File: src/rtl/mul4_eval_pkg.sv
// Shared types and helpers for evaluating evolved mul4 candidates.
package mul4_eval_pkg;

  typedef enum logic [2:0] {
    IDLE,
    LOAD,
    DRIVE,
    WAIT,
    CHECK,
    DONE
  } eval_state_t;

  typedef logic [15:0] word_t;

  localparam logic [31:0] LFSR_TAPS = 32'h8020_0003;

  // One step of the right-shifting Galois LFSR.
  function automatic logic [31:0] lfsr_next(input logic [31:0] s);
    return (s >> 1) ^ (s[0] ? LFSR_TAPS : 32'h0);
  endfunction

  // Number of matching words in a 4-bit match vector.
  function automatic logic [2:0] popcount4(input logic [3:0] m);
    return 3'(m[0]) + 3'(m[1]) + 3'(m[2]) + 3'(m[3]);
  endfunction

endpackage

File: src/rtl/mul4_stim_lfsr.sv
// Stimulus LFSR: one advance consumes a full operand pair (two steps), so
// state_o and next_o are the A and B operands of the current vector.
module mul4_stim_lfsr
  import mul4_eval_pkg::*;
#(
  parameter logic [31:0] DEF_SEED = 32'h1
) (
  input  logic        clk,
  input  logic        rst_n,
  input  logic        load_i,
  input  logic [31:0] seed_i,
  input  logic        adv_i,
  output logic [31:0] state_o,
  output logic [31:0] next_o
);

  logic [31:0] state_q;
  logic [31:0] state_d;

  // Seed load (0 is a lock-up state, so it is replaced) or two-step advance.
  always_comb begin
    state_d = state_q;
    if (load_i) begin
      state_d = (seed_i == 32'h0) ? DEF_SEED : seed_i;
    end else if (adv_i) begin
      state_d = lfsr_next(lfsr_next(state_q));
    end
  end

  // LFSR state register.
  always_ff @(posedge clk or negedge rst_n) begin
    if (!rst_n) begin
      state_q <= 32'h0;
    end else begin
      state_q <= state_d;
    end
  end

  assign state_o = state_q;
  assign next_o  = lfsr_next(state_q);

endmodule

File: src/rtl/mul4_fitness_sequencer.sv
// Drives LFSR operands into one mul4 candidate, compares its four result
// words against a registered 64-bit golden product and accumulates scores.
module mul4_fitness_sequencer
  import mul4_eval_pkg::*;
#(
  parameter int          N_VECTORS = 16,
  parameter int          DUT_LAT   = 0,
  parameter logic [31:0] DEF_SEED  = 32'h1,
  localparam int         SW_W      = $clog2(4*N_VECTORS+1),
  localparam int         SV_W      = $clog2(N_VECTORS+1)
) (
  input  logic            clk,
  input  logic            rst_n,
  input  logic            start,
  input  logic            abort,
  input  logic [31:0]     seed,
  output logic            busy,
  output logic            done,
  output logic [SW_W-1:0] score_words,
  output logic [SV_W-1:0] score_vectors,
  output word_t           dut_a1,
  output word_t           dut_a0,
  output word_t           dut_b1,
  output word_t           dut_b0,
  input  word_t           dut_y3,
  input  word_t           dut_y2,
  input  word_t           dut_y1,
  input  word_t           dut_y0
);

  localparam int                VI_W    = (N_VECTORS > 1) ? $clog2(N_VECTORS) : 1;
  localparam int                WC_W    = (DUT_LAT > 1) ? $clog2(DUT_LAT) : 1;
  localparam logic [VI_W-1:0]   VI_LAST = VI_W'(N_VECTORS - 1);
  localparam logic [WC_W-1:0]   WC_LAST = (DUT_LAT > 0) ? WC_W'(DUT_LAT - 1) : '0;

  eval_state_t     state_q, state_d;
  logic            busy_q, busy_d;
  logic            done_q, done_d;
  logic [SW_W-1:0] sw_q, sw_d;
  logic [SV_W-1:0] sv_q, sv_d;
  logic [VI_W-1:0] vec_q, vec_d;
  logic [WC_W-1:0] wcnt_q, wcnt_d;
  logic [31:0]     op_a_q, op_b_q;
  logic [63:0]     gold_q;

  logic            lfsr_load;
  logic            lfsr_adv;
  logic            ops_load;
  logic            gold_en;
  logic [31:0]     lfsr_state;
  logic [31:0]     lfsr_nxt;
  logic [3:0]      match;

  mul4_stim_lfsr #(
    .DEF_SEED(DEF_SEED)
  ) u_lfsr (
    .clk    (clk),
    .rst_n  (rst_n),
    .load_i (lfsr_load),
    .seed_i (seed),
    .adv_i  (lfsr_adv),
    .state_o(lfsr_state),
    .next_o (lfsr_nxt)
  );

  // Per-word comparison; only consumed while in CHECK.
  assign match[0] = (dut_y0 == gold_q[15:0]);
  assign match[1] = (dut_y1 == gold_q[31:16]);
  assign match[2] = (dut_y2 == gold_q[47:32]);
  assign match[3] = (dut_y3 == gold_q[63:48]);

  // Next-state, score accumulation and datapath enables.
  always_comb begin
    state_d   = state_q;
    busy_d    = busy_q;
    done_d    = 1'b0;
    sw_d      = sw_q;
    sv_d      = sv_q;
    vec_d     = vec_q;
    wcnt_d    = wcnt_q;
    lfsr_load = 1'b0;
    lfsr_adv  = 1'b0;
    ops_load  = 1'b0;
    gold_en   = 1'b0;
    if ((state_q != IDLE) && abort) begin
      // Partial scores are left as they are; no done pulse.
      state_d = IDLE;
      busy_d  = 1'b0;
    end else begin
      unique case (state_q)
        IDLE: begin
          if (start && !abort) begin
            state_d   = LOAD;
            busy_d    = 1'b1;
            sw_d      = '0;
            sv_d      = '0;
            vec_d     = '0;
            lfsr_load = 1'b1;
          end
        end
        LOAD: begin
          ops_load = 1'b1;
          lfsr_adv = 1'b1;
          state_d  = DRIVE;
        end
        DRIVE: begin
          gold_en = 1'b1;
          wcnt_d  = '0;
          state_d = (DUT_LAT == 0) ? CHECK : WAIT;
        end
        WAIT: begin
          if (wcnt_q == WC_LAST) begin
            state_d = CHECK;
          end else begin
            wcnt_d = wcnt_q + WC_W'(1);
          end
        end
        CHECK: begin
          sw_d = sw_q + SW_W'(popcount4(match));
          sv_d = sv_q + SV_W'(match == 4'hF);
          if (vec_q == VI_LAST) begin
            state_d = DONE;
            busy_d  = 1'b0;
            done_d  = 1'b1;
          end else begin
            vec_d    = vec_q + VI_W'(1);
            ops_load = 1'b1;
            lfsr_adv = 1'b1;
            state_d  = DRIVE;
          end
        end
        DONE: begin
          state_d = IDLE;
        end
        default: begin
          state_d = IDLE;
          busy_d  = 1'b0;
        end
      endcase
    end
  end

  // Control, score and operand registers.
  always_ff @(posedge clk or negedge rst_n) begin
    if (!rst_n) begin
      state_q <= IDLE;
      busy_q  <= 1'b0;
      done_q  <= 1'b0;
      sw_q    <= '0;
      sv_q    <= '0;
      vec_q   <= '0;
      wcnt_q  <= '0;
      op_a_q  <= 32'h0;
      op_b_q  <= 32'h0;
    end else begin
      state_q <= state_d;
      busy_q  <= busy_d;
      done_q  <= done_d;
      sw_q    <= sw_d;
      sv_q    <= sv_d;
      vec_q   <= vec_d;
      wcnt_q  <= wcnt_d;
      if (ops_load) begin
        op_a_q <= lfsr_state;
        op_b_q <= lfsr_nxt;
      end
    end
  end

  // Golden product, captured while the operands are first presented.
  always_ff @(posedge clk) begin
    if (gold_en) begin
      gold_q <= 64'(op_a_q) * 64'(op_b_q);
    end
  end

  assign busy          = busy_q;
  assign done          = done_q;
  assign score_words   = sw_q;
  assign score_vectors = sv_q;
  assign dut_a1        = op_a_q[31:16];
  assign dut_a0        = op_a_q[15:0];
  assign dut_b1        = op_b_q[31:16];
  assign dut_b0        = op_b_q[15:0];

endmodule
File: config.mk
export PLATFORM = sky130hd
export DESIGN_NAME = mul4_fitness_sequencer
export DESIGN_NICKNAME = d
export VERILOG_FILES = /design/src/rtl/mul4_eval_pkg.sv /design/src/rtl/mul4_stim_lfsr.sv /design/src/rtl/mul4_fitness_sequencer.sv
export SDC_FILE = /design/constraint.sdc
export NUM_CORES = 2
export LEC_CHECK = 0
export BUFFER_PORTS_ARGS = -buffer_cell sky130_fd_sc_hd__buf_2
export CORE_MARGIN = 5
export CORE_UTILIZATION = 45
export DETAILED_ROUTE_END_ITERATION = 12
export GPL_ROUTABILITY_DRIVEN = 0
export MAX_ROUTING_LAYER = met4
export PLACE_DENSITY_LB_ADDON = 0.2
export SLEW_MARGIN = 40
export SYNTH_ARGS = -nofsm -noshare
export SYNTH_HDL_FRONTEND = slang
export SYNTH_SLANG_ARGS = --single-unit
File: constraint.sdc
create_clock -name clk -period 17.6 [get_ports clk]
set_input_delay 2.64 -clock clk [delete_from_list [all_inputs] [get_ports clk]]
set_output_delay 2.64 -clock clk [all_outputs]
set_load 0.02 [all_outputs]
==> flow_metrics.tcl <==
set metrics [dict create \
    drc 0 \
    end_kind "register" \
    crit_path_top_delay_cell "clkinv_1" \
    wl_per_cell_um 21.81 \
    drt_iter0_markers 1718 \
    critPathKind "register to register" \
    regArea_mm2 0.004129 \
    ant_nets 0 \
    ctsHoldBuffers 0 \
    worst_ep_required_time_ns 17.83 \
    synth_nets 5081 \
    die_w_um 296.6 \
    hpwl_mm 85.71 \
    setup_viol 0 \
    worstMarginPinSlew_ns 0.8280 \
    synth.distinct_cells 87 \
    final_cell_mix "inv_1 (970), fa_1 (831), nand2_1 (461)" \
    grt_usage_pct 26.33 \
    seq_area_frac_synth_pct 11.15 \
    critPathTopFamily "adder cells" \
    drv_slew 0 \
    grt_overflow 0 \
    buffer_ports.inserted 177 \
    finalHoldViolations 0 \
    critical_path.max_fanout 30 \
    min_period_ns 8.858 \
    clock-root-buffer "clkbuf_16" \
    cts.sinks 152 \
    synthArstFlopShare_pct 57.89 \
    die_area_mm2 0.08799 \
    relSlewSlack_pct 44.46 \
    tns_ns 0 \
    cts_tree "yes" \
    postCtsSetupBuffers 0 \
    ios 178 \
    layout_commonest_cell "inv_1" \
    yosys_most_used_dff "dfrtp_1" \
    synthToLayoutAreaGrowth_pct 6.369 \
    crit_top_cell "fa_1" \
    synth_seq_cells 152 \
    antenna_found_initial 8 \
    rows 105 \
    netlist_instances 3855 \
    cts_buffer_depth 2 \
    avgSynthCellArea_um2 9.591 \
    grt_max_degree 66 \
    ys_warn_count 0 \
    core_mm2 0.08172 \
    fillerInstances 7907 \
    cap_violations 0 \
    multi_input_area_mm2 0.02835 \
    vias 25900 \
    cp.arrival_ns 9.09 \
    cts_resized 0 \
    fin_crit_sh_pct 50.33 \
    drive_above_1_share_pct 7.467 \
    finalNetCount 5137 \
    start_util_pct 45.24 \
    min_path_type "register to register" \
    avgViaCountPerCell 5.181 \
    fp.dieH_um 296.6 \
    clk_pin_slew_ns 0.08 \
    synth_edf_count 64 \
    max_stage_delay_ns 0.64 \
    wl_mm 109.1 \
    clock_latency_ns 0.49 \
    syn_area_mm2 0.03697 \
    cp_num_buf_inv 8 \
    htreeDepth 4 \
    rsz0062_at_grt "false" \
    drt-pass1-iter-count 5 \
    clock_skew_ns 0.02157 \
    startpoint_type "register" \
    fmax_mhz 112.9 \
    first_global_vias 27860 \
    status "finished clean" \
    cts_buffers 17 \
    grt_pass1_wl_mm 167.5 \
]
-- worst min-delay path: stages, from the launching register on --
cell and delay [ns]:
dfrtp_1 0.35, nand2_1 0.05, nand2_1 0.05
-- registers in the layout, indices dropped and copies added (netlist names) --
| register | cells |
|---|---|
| vec_q | 4 |
| done | 1 |
| op_a_q | 4 |
| score_vectors | 5 |
| state_q | 3 |
| u_lfsr.state_o | 32 |
| score_words | 7 |
| gold_q | 64 |
| busy | 1 |
| op_b_q | 31 |
-- worst paths after layout --
check / start / endpoint / slack (ns) / cells past startpoint
worst max-delay path: op_b_q[7] / gold_q[59] / 8.74 / 27
worst min-delay path: u_lfsr.state_o[19] / u_lfsr.state_o[19] / 0.48 / 2
worst max register to register: op_b_q[7] / gold_q[59] / 8.74 / 27
worst min register to register: u_lfsr.state_o[19] / u_lfsr.state_o[19] / 0.48 / 2
max in group asynchronous: rst_n / u_lfsr.state_o[20] / 14.64 / 2
min in group asynchronous: rst_n / score_words[6] / 2.05 / 1
-- metal layers --
| metal | wire length (um) | vias up | track usage, % |
|---|---|---|---|
| met3 | 7849 | 148 | 5.040 |
| met4 | 3983 | 0 | 8.503 |
| met5 | 0 | - | - |
| li1 | - | 11590 | - |
| met2 | 53510 | 836 | 42.75 |
| met1 | 43730 | 13330 | 33.68 |
-- cells in the mapped netlist, types with 25 or more instances --
cell type	number	share of area [%]
ha_1	295	10
xnor2_1	83	2.0
dfrtp_1	88	6.0
a22oi_1	25	0.51
and2_1	240	4.1
inv_1	970	9.8
a21oi_1	75	1.0
xor2_1	80	1.9
nand2_1	461	4.7
fa_1	831	45
nand4_1	26	0.44
o21ai_0	66	0.89
buf_4	33	0.67
clkbuf_1	138	1.4
nor2_1	101	1.0
a21o_1	35	0.71
edfxtp_1	64	5.2
nor4_1	26	0.44
-- through the flow --
stage          setup slack (ns)  instance area, um2  util (%)  cells  hold slack, ns
6_report                  8.742               39330     48.13   5000          0.4765
5_1_grt                   8.432               39330     48.13   5000          0.4974
4_1_cts                   8.897               39310     48.11   4994          0.4788
3_5_place_dp              8.941               38710     47.37   4962          0.4606
3_3_place_gp              9.121               38690     47.34   4962          0.4518
2_1_floorplan             9.826               36970         -   3855          0.4386
-- cell families (layout without fill, tap and decap cells) --
logic type	count (synthesis)	after routing	share of synthesized area (%)
flops	152	152	11.15
fa+ha+maj	1126	1126	54.98
simple gates	944	944	12.16
buf+inv	1162	1231	12.26
other cells	0	6	0
compound gates	301	301	5.384
xor+xnor	163	163	3.861
mux	7	7	0.1929
-- layout make-up --
type / instances / share of cell area (%)
Timing Repair Buffer: 220 / 3.099
Antenna cell: 6 / 0.03818
Clock buffer: 17 / 1.082
Tap cell: 1070 / 3.404
Inverter: 979 / 9.351
Clock inverter: 15 / 0.4454
Multi-Input combinational cell: 2541 / 72.08
Sequential cell: 152 / 10.50
Power is not shown: default switching activity piles up to over one toggle a cycle in this logic, so the estimate is an artifact.
